===== src/rtl/ofm_packer_pkg.sv =====
// ============================================================================
// ofm_packer_pkg : shared SYA definitions (FSM encoding, packing geometry)
// Rev 1.0
// ============================================================================
`default_nettype none

package ofm_packer_pkg;

    localparam int unsigned SYA_ACT_WIDTH  = 8;
    localparam int unsigned SYA_SRAM_WIDTH = 128;
    localparam int unsigned NUM_BYTE       = SYA_SRAM_WIDTH / SYA_ACT_WIDTH;

    typedef enum logic [1:0] {
        ST_IDLE = 2'd0,
        ST_RUN  = 2'd1,
        ST_DONE = 2'd2
    } sya_state_e;

    function automatic int unsigned num_byte(input int unsigned sram_w, input int unsigned act_w);
        return sram_w / act_w;
    endfunction

    function automatic int unsigned idx_width(input int unsigned nb);
        return (nb > 1) ? $clog2(nb) : 1;
    endfunction

endpackage

`default_nettype wire


===== src/rtl/ofm_packer.sv =====
// ============================================================================
// ofm_packer : packs PE-row output bytes LSB-first into global-buffer words
// Rev 1.0
// ============================================================================
`default_nettype none

module ofm_packer
    import ofm_packer_pkg::*;
#(
    parameter int ACT_WIDTH  = SYA_ACT_WIDTH,
    parameter int SRAM_WIDTH = SYA_SRAM_WIDTH,
    parameter int ADDR_WIDTH = 16,
    parameter int CNT_WIDTH  = 20
) (
    input  logic                  clk,
    input  logic                  rst_n,
    input  logic                  CCUSYA_Rst,
    input  logic                  CCUSYA_Start,
    input  logic [ADDR_WIDTH-1:0] CCUSYA_CfgBaseAddr,
    input  logic [CNT_WIDTH-1:0]  CCUSYA_CfgNumOut,
    input  logic                  InPsumVld,
    input  logic [ACT_WIDTH-1:0]  InPsum,
    output logic                  OutPsumRdy,
    output logic                  OutWrVld,
    output logic [ADDR_WIDTH-1:0] OutWrAddr,
    output logic [SRAM_WIDTH-1:0] OutWrDat,
    input  logic                  InWrRdy,
    output logic                  OutDone
);

    localparam int NB      = int'(num_byte(SRAM_WIDTH, ACT_WIDTH));
    localparam int IDX_W   = int'(idx_width(NB));
    localparam logic [IDX_W-1:0] IDX_MAX = IDX_W'(NB - 1);

    sya_state_e             state_q,   state_d;
    logic [CNT_WIDTH-1:0]   cnt_q,     cnt_d;
    logic [CNT_WIDTH-1:0]   num_q,     num_d;
    logic [IDX_W-1:0]       idx_q,     idx_d;
    logic [SRAM_WIDTH-1:0]  pack_q,    pack_d;
    logic                   wr_vld_q,  wr_vld_d;
    logic [ADDR_WIDTH-1:0]  wr_addr_q, wr_addr_d;
    logic [SRAM_WIDTH-1:0]  wr_dat_q,  wr_dat_d;

    logic                   w_word_end;
    logic                   w_rdy;
    logic                   w_accept;
    logic                   w_wr_fire;
    logic [SRAM_WIDTH-1:0]  w_pack_merged;

    // A word-completing byte may only enter if the output stage is free or draining now.
    assign w_word_end = (idx_q == IDX_MAX) || ((cnt_q + CNT_WIDTH'(1)) == num_q);
    assign w_rdy      = (state_q == ST_RUN) && (cnt_q < num_q)
                        && !(w_word_end && wr_vld_q && !InWrRdy);
    assign w_accept   = InPsumVld && w_rdy;
    assign w_wr_fire  = wr_vld_q && InWrRdy;

    always_comb begin
        w_pack_merged = pack_q;
        w_pack_merged[idx_q*ACT_WIDTH +: ACT_WIDTH] = InPsum;
    end

    always_comb begin
        state_d   = state_q;
        cnt_d     = cnt_q;
        num_d     = num_q;
        idx_d     = idx_q;
        pack_d    = pack_q;
        wr_vld_d  = wr_vld_q;
        wr_addr_d = wr_addr_q;
        wr_dat_d  = wr_dat_q;

        if (w_wr_fire) begin
            wr_vld_d  = 1'b0;
            wr_addr_d = wr_addr_q + ADDR_WIDTH'(1);
        end

        if (w_accept) begin
            cnt_d = cnt_q + CNT_WIDTH'(1);
            if (w_word_end) begin
                // Pack buffer restarts from zero so a short final word is zero-filled.
                wr_vld_d = 1'b1;
                wr_dat_d = w_pack_merged;
                pack_d   = '0;
                idx_d    = '0;
            end else begin
                pack_d = w_pack_merged;
                idx_d  = idx_q + IDX_W'(1);
            end
        end

        case (state_q)
            ST_IDLE: begin
                if (CCUSYA_Start) begin
                    num_d     = CCUSYA_CfgNumOut;
                    wr_addr_d = CCUSYA_CfgBaseAddr;
                    cnt_d     = '0;
                    idx_d     = '0;
                    pack_d    = '0;
                    state_d   = (CCUSYA_CfgNumOut == '0) ? ST_DONE : ST_RUN;
                end
            end
            ST_RUN: begin
                if (w_wr_fire && (cnt_q == num_q)) begin
                    state_d = ST_DONE;
                end
            end
            ST_DONE: state_d = ST_IDLE;
            default: state_d = ST_IDLE;
        endcase

        if (CCUSYA_Rst) begin
            state_d   = ST_IDLE;
            cnt_d     = '0;
            num_d     = '0;
            idx_d     = '0;
            pack_d    = '0;
            wr_vld_d  = 1'b0;
            wr_addr_d = '0;
            wr_dat_d  = '0;
        end
    end

    always_ff @(posedge clk or negedge rst_n) begin
        if (!rst_n) begin
            state_q   <= ST_IDLE;
            cnt_q     <= '0;
            num_q     <= '0;
            idx_q     <= '0;
            pack_q    <= '0;
            wr_vld_q  <= 1'b0;
            wr_addr_q <= '0;
            wr_dat_q  <= '0;
        end else begin
            state_q   <= state_d;
            cnt_q     <= cnt_d;
            num_q     <= num_d;
            idx_q     <= idx_d;
            pack_q    <= pack_d;
            wr_vld_q  <= wr_vld_d;
            wr_addr_q <= wr_addr_d;
            wr_dat_q  <= wr_dat_d;
        end
    end

    assign OutPsumRdy = w_rdy;
    assign OutWrVld   = wr_vld_q;
    assign OutWrAddr  = wr_addr_q;
    assign OutWrDat   = wr_dat_q;
    assign OutDone    = (state_q == ST_DONE);

endmodule

`default_nettype wire


===== config.mk =====
export PLATFORM = sky130hd
export DESIGN_NAME = ofm_packer
export DESIGN_NICKNAME = d
export VERILOG_FILES = /design/src/rtl/ofm_packer_pkg.sv /design/src/rtl/ofm_packer.sv
export SDC_FILE = /design/constraint.sdc
export NUM_CORES = 1
export LEC_CHECK = 0
export ABC_CLOCK_PERIOD_IN_PS = 7810
export CORE_MARGIN = 2
export CORE_UTILIZATION = 35
export DETAILED_ROUTE_END_ITERATION = 10
export GPL_ROUTABILITY_DRIVEN = 0
export GPL_TIMING_DRIVEN = 0
export PLACE_DENSITY = 0.61
export SLEW_MARGIN = 20
export SYNTH_ARGS = -nofsm -noshare
export SYNTH_HDL_FRONTEND = slang
export SYNTH_SLANG_ARGS = --single-unit

===== constraint.sdc =====
create_clock -name clk -period 7.81 [get_ports clk]
set_input_delay 1.562 -clock clk [delete_from_list [all_inputs] [get_ports clk]]
set_output_delay 1.562 -clock clk [all_outputs]
set_load 0.02 [all_outputs]

==> Yosys cells after proc, flatten, opt, wreduce, memory -nomap -nowiden <==
Cells that the tools add are included.
Widths: inputs -> output; s select.
{ "classes": {"reduce_logical": 19, "n_mux": 34, "order_cmp": 1, "n_addsub": 4, "n_eq_ne": 7, "shifts": 2} }
{ "ops": {"columns": ["operator", "n"], "rows": [
  ["$mux 128", 8],
  ["$mux 20", 7],
  ["$bwmux 128", 1],
  ["$shift 8x34->128 const A", 1],
  ["$shiftx 8x34->128", 1],
  ["$mux 16", 4],
  ["$eq 20x20->1", 2],
  ["$neg 7->34", 1],
  ["$add 20x1->20 const B", 1],
  ["$logic_not 20->1", 1],
  ["$lt 20x20->1", 1],
  ["$mux 4", 5],
  ["$add 16x1->16 const B", 1],
  ["$mux 2", 4],
  ["$reduce_bool 2->1", 4],
  ["$logic_and 1x1->1", 7],
  ["$reduce_and 2->1", 3],
  ["$add 4x1->4 const B", 1],
  ["$eq 4x4->1 const B", 1],
  ["$mux 1", 4],
  ["$pmux 2 s2", 1],
  ["$ne 3x2->1 const B", 1],
  ["$ne 3x3->1 const B", 1],
  ["$eq 2x1->1 const B", 1],
  ["other kinds (4)", 5]
]} }
{ "totals": {"input_bits": 50, "out_inout_bits": 147, "register_bits": 319} }

==> Depth between registers and ports, before layout <==
Gate-level depths: netlist of run 1.
{ "depth": {"word_depth": 12, "ltp_mapped": 13} }

==> Worst setup path after synthesis of run 1 <==
OpenSTA, ideal clock, no wires.
{ "synth_path": {"kind": "input to output", "from": "input InWrRdy", "to": "output OutPsumRdy", "required_ns": 6.248, "arrival_ns": 2.905, "path_slack_ns": 3.343, "cell_stages": 6, "cell_sequence": "nor2b_1 -> and3_1 -> a31oi_1 -> buf_2 -> clkbuf_1 -> and3_1"} }
{ "synth_via": {"elab_chain_len": 4} }
{ "synth_rtl": {"columns": ["element", "line", "text"], "rows": [
  ["start: declaration", "ofm_packer.sv:27", "input logic InWrRdy,"],
  ["$logic_not 1->1", "ofm_packer.sv:53", "&& !(w_word_end && wr_vld_q && !InWrRdy);"],
  ["$logic_and 1x1->1", "ofm_packer.sv:53", null],
  ["$logic_not 1->1", "ofm_packer.sv:53", null],
  ["$logic_and 1x1->1", "ofm_packer.sv:53", null],
  ["end: declaration", "ofm_packer.sv:23", "output logic OutPsumRdy,"]
]} }
No other way between the ends.

==> Worst setup path after layout of run 1 <==
{ "layout_path": {"from": "register cnt_q[7]", "to": "output OutPsumRdy"} }
{ "layout_via": {"elab_chain_len": 7, "elab_cells_between_ends": 9, "cone_classes": "add/sub: 1; order compare: 1; eq/ne: 1; reduce/logical: 6"} }
{ "layout_rtl": {"columns": ["element", "line", "text"], "rows": [
  ["start: declaration", "ofm_packer.sv:36", "logic [CNT_WIDTH-1:0] cnt_q, cnt_d;"],
  ["start signal: assignment", "ofm_packer.sv:135", "cnt_q <= cnt_d;"],
  ["$add 20x1->20", "ofm_packer.sv:51", "assign w_word_end = (idx_q == IDX_MAX) || ((cnt_q + CNT_WIDTH'(1)) == num_q);"],
  ["$eq 20x20->1", "ofm_packer.sv:51", null],
  ["$logic_or 1x1->1", "ofm_packer.sv:51", null],
  ["$logic_and 1x1->1 (2 in a row)", "ofm_packer.sv:53", null],
  ["$logic_not 1->1", "ofm_packer.sv:53", null],
  ["$logic_and 1x1->1 (*)", "ofm_packer.sv:53", null]
]} }
Mark *: on every way between the ends. The rest lies on a longest branch, timed or not.

==> qor.csv, run 1 <==
stage,metric,value,unit
run_status,status,completed,
floorplanning,rows,80,
timing,tightest_slew,1130,ps
floorplanning,die_y,225,um
timing,skew,33.9,ps
timing,slew_viol_final,0,
clock_tree,cts_tree,built,
global_route,busiest_layer,met2,
setup_path,cp.required,6250,ps
route,via_per_inst,6.02,
setup_path,arrival,5150,ps
global_route,grt_use_met3,6.52,%
route,first_pass_iters,5,
pwr,power_leakage,8.23,nW
global_route,met2_usage,37.9,%
synthesis,syn_nets,2006,
route,vias,16900,
synthesis,synth_top_family_by_area,compound AO/OA/AOI/OAI gates,
clock_tree,htreeDepth,2,
global_route,grt_usage,25.3,%
timing,layout_setup_ws,1090,ps
placement,dp.cells,2744,
layout,final_nets,2244,
global_route,grt_max_degree,100,
layout,layout-drive-gt1-share,5.65,%
layout,design_area,21100,um^2
synthesis,ys_warn_count,0,
setup_path,worstPathMaxFanout,10,
placement,postPlaceCellArea,19900,um^2
floorplanning,io_pins,197,
placement,dp_slack,1210,ps
clock_tree,ctsLongestPathBuffers,3,
clock_tree,holdBufCountCts,0,
placement,port_buffers,194,
global_route,grt_pass1_vias,16600,
synthesis,muxShareOfSynthArea,2.58,%
synthesis,ys_ff_latch,319,
synthesis,synth_cells,1931,
clock_tree,clock_sinks,319,
timing,setup_viol,0,
layout,utilization,44.1,%
clock_tree,insertion_delay,570,ps
floorplanning,core_area,47900,um^2
pwr,vdd_drop_max,0.141,mV
timing,fmaxAchievable,149,MHz
route,first_iter_violations,1983,
synthesis,async_reset_ff_share,100,%
job,cap_violations,0,
clock_tree,clockRootBuffer,clkbuf_16,
floorplanning,initial_core_util,35.6,%
placement,dp_hpwl,46.6,mm
floorplanning,fp.dieW,225,um
synthesis,ys_types,53,
pwr,p_per_area,206,nW/um^2
synthesis,ys.flop_type,dfrtp_1,
timing,fin_crit,6720,ps
synthesis,netlist_area,17100,um^2
clock_tree,clk_pin_slew,60,ps
layout,fillCellCount,4691,
global_route,antenna_found_initial,5,
setup_path,path_class,reg -> out,
timing,rsz0062_at_grt,no,
pwr,totalPowerFinal,0.00435,W
layout,syn2layout_area_growth,23.8,%
timing,maxSlewHeadroom,24.5,%
route,ant_nets,0,
layout,instances_no_fill,2811,
global_route,grt_overflow_total,0,
synthesis,yosysSeqAreaShare,46.8,%
global_route,grt_pass1_wl,98.3,mm
min_path,hp-class,reg -> reg,
setup_path,cp-start-kind,flop,
synthesis,synth-adder-area-share,1.83,%
synthesis,synth_compound_area_share,23.7,%
synthesis,synth_edf_count,0,
clock_tree,cts_buffers,38,
timing,fin_crit_sh,86.0,%
route,wl_per_cell,22.9,um
synthesis,synth_simple_gate_area_share,17.4,%
synthesis,syn_avg_cell_area,8.83,um^2
setup_path,crit_path_end_kind,primary output,
clock_tree,post_cts_buffers,0,
synthesis,synthXorXnorAreaFrac,2.00,%
floorplanning,fp.dieArea,50500,um^2
timing,finalHoldViolations,0,
clock_tree,cts_resized,0,
route,remaining_drc_errors,0,
route,finalWirelength,64.4,mm
global_route,met1_usage,34.6,%
-- critical path, stage by stage (launching register included) --
cell and delay (ps):
dfrtp_1 400, buf_2 220, nand4_1 200, nor4_2 560, nor3_1 90, a211o_1 310, and4_1 230, a31oi_1 610
buf_2 430, clkbuf_1 630, and3_1 300, clkdlybuf4s50_1 610
-- logic make-up after synthesis --
kind of cell | count (synthesis)
xor+xnor | 39
buf+inv | 230
compound gates | 681
mux | 44
flops | 319
fa+ha+maj | 25
simple gates | 593
-- cells in the mapped netlist, types with 24 or more instances --
| cell type | count | share of area [%] |
|---|---|---|
| a211oi_1 | 136 | 6.0 |
| and3_1 | 46 | 1.7 |
| dfrtp_1 | 319 | 47 |
| a41o_1 | 24 | 1.4 |
| nand2_1 | 167 | 3.7 |
| mux2i_1 | 44 | 2.6 |
| a21oi_1 | 351 | 10 |
| buf_2 | 40 | 1.2 |
| ha_1 | 25 | 1.8 |
| inv_1 | 26 | 0.57 |
| nand3_1 | 48 | 1.4 |
| nor2_1 | 116 | 2.6 |
| nor4_1 | 33 | 1.2 |
| nand4_1 | 104 | 3.8 |
| o21ai_0 | 116 | 3.4 |
| clkbuf_1 | 141 | 3.1 |
-- routing by layer --
metal	vias to the layer above	wire [um]	part of all wire (%)
met1	8214	27200	42
met2	908	27900	43
met5	-	45	0.070
met4	6	2820	4.4
met3	197	6350	9.9
li1	7599	-	-
-- worst paths after layout --
| path | from | endpoint | slack [ps] | cells after the start |
|---|---|---|---|---|
| worst max-delay path | cnt_q[7] | OutPsumRdy | 1090 | 11 |
| worst min-delay path | pack_q[34] | pack_q[34] | 520 | 1 |
| worst max register to register | cnt_q[1] | pack_q[82] | 3110 | 10 |
| worst min register to register | pack_q[34] | pack_q[34] | 520 | 1 |
| max in group asynchronous | rst_n | OutWrDat[39] | 5610 | 3 |
| min in group asynchronous | rst_n | OutWrAddr[13] | 910 | 1 |
-- layout by cell type, fill, tap and decap left out, types with 4 or more instances in the layout --
master,instances
clkbuf_1,147
o211ai_1,6
dfrtp_1,319
ha_1,25
nand4_1,104
xor2_1,21
o31ai_1,6
a311oi_1,16
a41o_1,24
and3_1,46
nor2_1,116
nor2b_1,7
nand3_1,48
mux2i_1,44
or2_2,5
o311ai_0,4
a21oi_1,351
a211oi_1,136
inv_1,26
buf_4,11
nor4_1,33
clkinv_2,5
buf_1,12
nor3_1,14
or4_1,8
clkbuf_8,6
nand2_1,167
and2_1,15
and4_1,6
clkdlybuf4s50_1,193
or3_1,11
buf_2,40
clkbuf_16,39
o21ai_0,116
xnor2_1,18
-- registers in the layout, summed over array words and instances (netlist names) --
name and count:
num_q 20, OutWrAddr 16, pack_q 128, idx_q 4
OutWrVld 1, OutWrDat 128, state_q 2, cnt_q 20
-- area by class of cell --
| cell class | instances | area [um^2] | share of cell area [%] |
|---|---|---|---|
| antenna | 3 | 7.51 | 0.0355 |
| buffer | 204 | 857 | 4.06 |
| clock buffer | 51 | 1080 | 5.12 |
| clock inverter | 13 | 156 | 0.741 |
| inverter | 26 | 97.6 | 0.462 |
| multi-input combinational | 1382 | 8120 | 38.5 |
| sequential | 319 | 7980 | 37.8 |
| tap | 615 | 769 | 3.64 |
| timing repair buffer | 198 | 2040 | 9.68 |
-- power breakdown --
group / total, W / switching, W / internal (W)
Sequential: 0.00175 / 0.0000524 / 0.00170
Clock: 0.00180 / 0.000734 / 0.00107
Combinational: 0.000794 / 0.000559 / 0.000234
Total: 0.00435 / 0.00135 / 0.00301
-- per-stage QoR --
step | setup TNS, ps | hold slack [ps]
floorplan | 0 | 490
global placement | -2804150 | 500
detailed placement | 0 | 508
CTS | 0 | 520
global route | 0 | 534
finish | 0 | 520
(Power assumes the default switching activity.)
==> run 2, diff against run 1 <==
--- a/config.mk
+++ b/config.mk
@@ -7,11 +7,12 @@
 export LEC_CHECK = 0
 export ABC_CLOCK_PERIOD_IN_PS = 7810
 export CORE_MARGIN = 2
-export CORE_UTILIZATION = 35
+export CORE_UTILIZATION = 55
 export DETAILED_ROUTE_END_ITERATION = 10
 export GPL_ROUTABILITY_DRIVEN = 0
 export GPL_TIMING_DRIVEN = 0
-export PLACE_DENSITY = 0.61
+export MAX_ROUTING_LAYER = met4
+export PLACE_DENSITY = 0.86
 export SLEW_MARGIN = 20
 export SYNTH_ARGS = -nofsm -noshare
 export SYNTH_HDL_FRONTEND = slang
==> run 2 against run 1 <==
Net effect:
- combinational power about the same
- setup slack got worse by 16 ps
- via count grew 3.4%
- clock-buffer cell count down 1
- final cell count is 7.9% lower
- global-route usage increased by 11 points
- highest routed layer is now met4
- maximum frequency down 0.24%
==> qor.csv, run 2 (synthesis results as in run 1) <==
stage,metric,value,unit,change
run_status,status,completed,,
route,first_iter_violations,2919,,+47%
floorplanning,die_y,180,um,-20%
layout,layout-drive-gt1-share,5.48,%,-0.18 points
pwr,switching_share,31.0,%,+0.083 points
placement,dp_hpwl,41.6,mm,-11%
layout,final_nets,2240,,-0.18%
setup_path,cpMostUsedCell,buf_2,,
setup_path,crit_path_end_kind,primary output,,
setup_path,path_class,reg -> out,,
global_route,antenna_found_initial,3,,-2
setup_path,path_buf_inv,4,,unchanged
layout,syn2layout_area_growth,21.6,%,
placement,port_buffers,194,,unchanged
timing,rsz0062_at_grt,no,,
layout,utilization,67.8,%,+24 points
pwr,totalPowerFinal,0.00421,W,-3.3%
timing,setup_viol,0,,unchanged
route,dr.max_layer_used,met4,,
floorplanning,io_pins,197,,unchanged
timing,hold_ws,522,ps,+2.26 ps
floorplanning,fp.dieW,180,um,-20%
setup_path,worstPathCellList,buf_2 -> nand4_1 -> nor4_2 -> nor3_1 -> a211o_1 -> and4_1 -> a31oi_1 -> buf_2 -> clkbuf_1 -> and3_1 -> clkdlybuf4s50_1,,
placement,postPlaceCellArea,19600,um^2,-1.5%
layout,final_cell_mix,"351 x a21oi_1, 319 x dfrtp_1, 193 x clkdlybuf4s50_1",,
floorplanning,core_area,30600,um^2,-36%
route,met3_length,8.12,mm,+28%
route,dr_wl_met2,25.6,mm,-8.3%
clock_tree,clock_sinks,319,,unchanged
timing,fmaxAchievable,149,MHz,-0.24%
timing,finalHoldViolations,0,,unchanged
pwr,p_seq_share,41.7,%,+1.4 points
min_path,hp-class,reg -> reg,,
pwr,p_comb_share,18.8,%,+0.6 points
min_path,hp-start,pack_q[38],,
route,wl_per_cell,22.9,um,about the same
job,cap_violations,0,,unchanged
global_route,grt_max_degree,106,,+6.0%
route,remaining_drc_errors,0,,unchanged
global_route,grt_pass1_vias,16800,,+0.94%
setup_path,arrival,5170,ps,+20 ps
clock_tree,holdBufCountCts,0,,unchanged
clock_tree,ctsLongestPathBuffers,3,,unchanged
route,finalWirelength,59.3,mm,-7.8%
timing,tightest_slew,1100,ps,-27.4 ps
timing,fin_crit,6730,ps,+16.1 ps
global_route,grt_overflow_total,0,,unchanged
setup_path,worstPathMaxFanout,10,,unchanged
clock_tree,cts_tree,built,,
route,vias,17500,,+3.4%
pwr,intPower,0.00290,W,-3.5%
global_route,grt_usage,36.6,%,+11 points
pwr,p_clk_share,39.4,%,-2.1 points
route,wirelength_met1,22.1,mm,-19%
setup_path,slowest_stage,nor4_2,,
clock_tree,htreeDepth,2,,unchanged
layout,final_common_cell,a21oi_1,,
pwr,vdd_drop_max,0.132,mV,-6.2%
setup_path,regToRegSetupSlack,3230,ps,+120 ps
route,first_pass_iters,7,,+2
floorplanning,rows,64,,-20%
global_route,grt_pass1_wl,92.1,mm,-6.3%
setup_path,r2r_end,pack_q[82],,
clock_tree,insertion_delay,530,ps,-40 ps
route,ant_nets,0,,unchanged
setup_path,cp.required,6250,ps,about the same
pwr,p_per_area,203,nW/um^2,-1.5%
setup_path,r2r_start,cnt_q[1],,
setup_path,r2r_cells,10,,unchanged
setup_path,cp-start-kind,flop,,
clock_tree,clk_pin_slew,60,ps,about the same
layout,design_area,20700,um^2,-1.8%
clock_tree,post_cts_buffers,0,,unchanged
timing,fin_crit_sh,86.2,%,+0.21 points
pwr,power_leakage,8.18,nW,-0.59%
pwr,p_switching,0.00130,W,-3.1%
timing,skew,22.0,ps,-11.9 ps
clock_tree,cts_buffers,35,,-7.9%
clock_tree,clockRootBuffer,clkbuf_16,,
timing,maxSlewHeadroom,26.3,%,+1.8 points
setup_path,max_stage_delay,690,ps,+60 ps
min_path,min_to,pack_q[38],,
min_path,hold_path_depth,1,,unchanged
setup_path,critical-path-top-delay-family,buffers and inverters,,
floorplanning,fp.dieArea,32400,um^2,-36%
timing,slew_viol_final,0,,unchanged
route,via_per_inst,6.76,,+12%
clock_tree,cts_resized,0,,unchanged
floorplanning,initial_core_util,55.8,%,+20 points
run 2: area by class of cell:
cell class	instances	area, um^2
antenna	3	7.51
buffer	204	857
clock buffer	50	1000
clock inverter	13	134
fill	2312	9860
inverter	26	97.6
multi-input combinational	1382	8130
sequential	319	7980
tap	396	495
timing repair buffer	197	2030
run 2: how the worst max path moves through the flow:
| stage | end | start | slack (ps) | depth (start not counted) |
|---|---|---|---|---|
| after global placement | OutWrDat[26] | rst_n | -8210 | 1 |
| after floorplan | OutPsumRdy | InWrRdy | 3340 | 6 |
| after CTS | OutPsumRdy | cnt_q[9] | 1320 | 11 |
| final | OutPsumRdy | cnt_q[9] | 1080 | 11 |
| after detailed placement | OutPsumRdy | InWrRdy | 1460 | 8 |
| after global routing | OutPsumRdy | cnt_q[9] | 980 | 11 |
run 2: power groups by stage:
stage	sequential [W]	combinational [W]	clock [W]
floorplan	0.00180	0.000428	0
global placement	0.00178	0.000727	0
detailed placement	0.00178	0.000753	0
CTS	0.00175	0.000759	0.00166
global route	0.00176	0.000841	0.00173
finish	0.00175	0.000792	0.00166
run 2: per-stage QoR:
stage / TNS (ps) / cells / setup slack [ps]
global route: 0 / 2590 / 984
floorplan: 0 / 1931 / 3340
detailed placement: 0 / 2524 / 1460
finish: 0 / 2590 / 1080
CTS: 0 / 2587 / 1320
global placement: -2612940 / 2521 / -8210
run 2: per-layer routing:
| metal | up-vias | GRT usage, % |
|---|---|---|
| met2 | 1374 | 53.5 |
| met4 | 0 | 16.6 |
| met5 | - | - |
| li1 | 7594 | - |
| met1 | 8191 | 46.5 |
| met3 | 343 | 11.9 |
run 2: worst reg2reg max path: stages, from the launching register on:
cell and delay (ps):
dfrtp_1 440, ha_1 270, and3_1 280, a31oi_1 110, or4b_1 490, nor4_1 550
nand4_1 330, o31ai_4 790, nand2_1 410, clkbuf_1 440, a41o_1 360
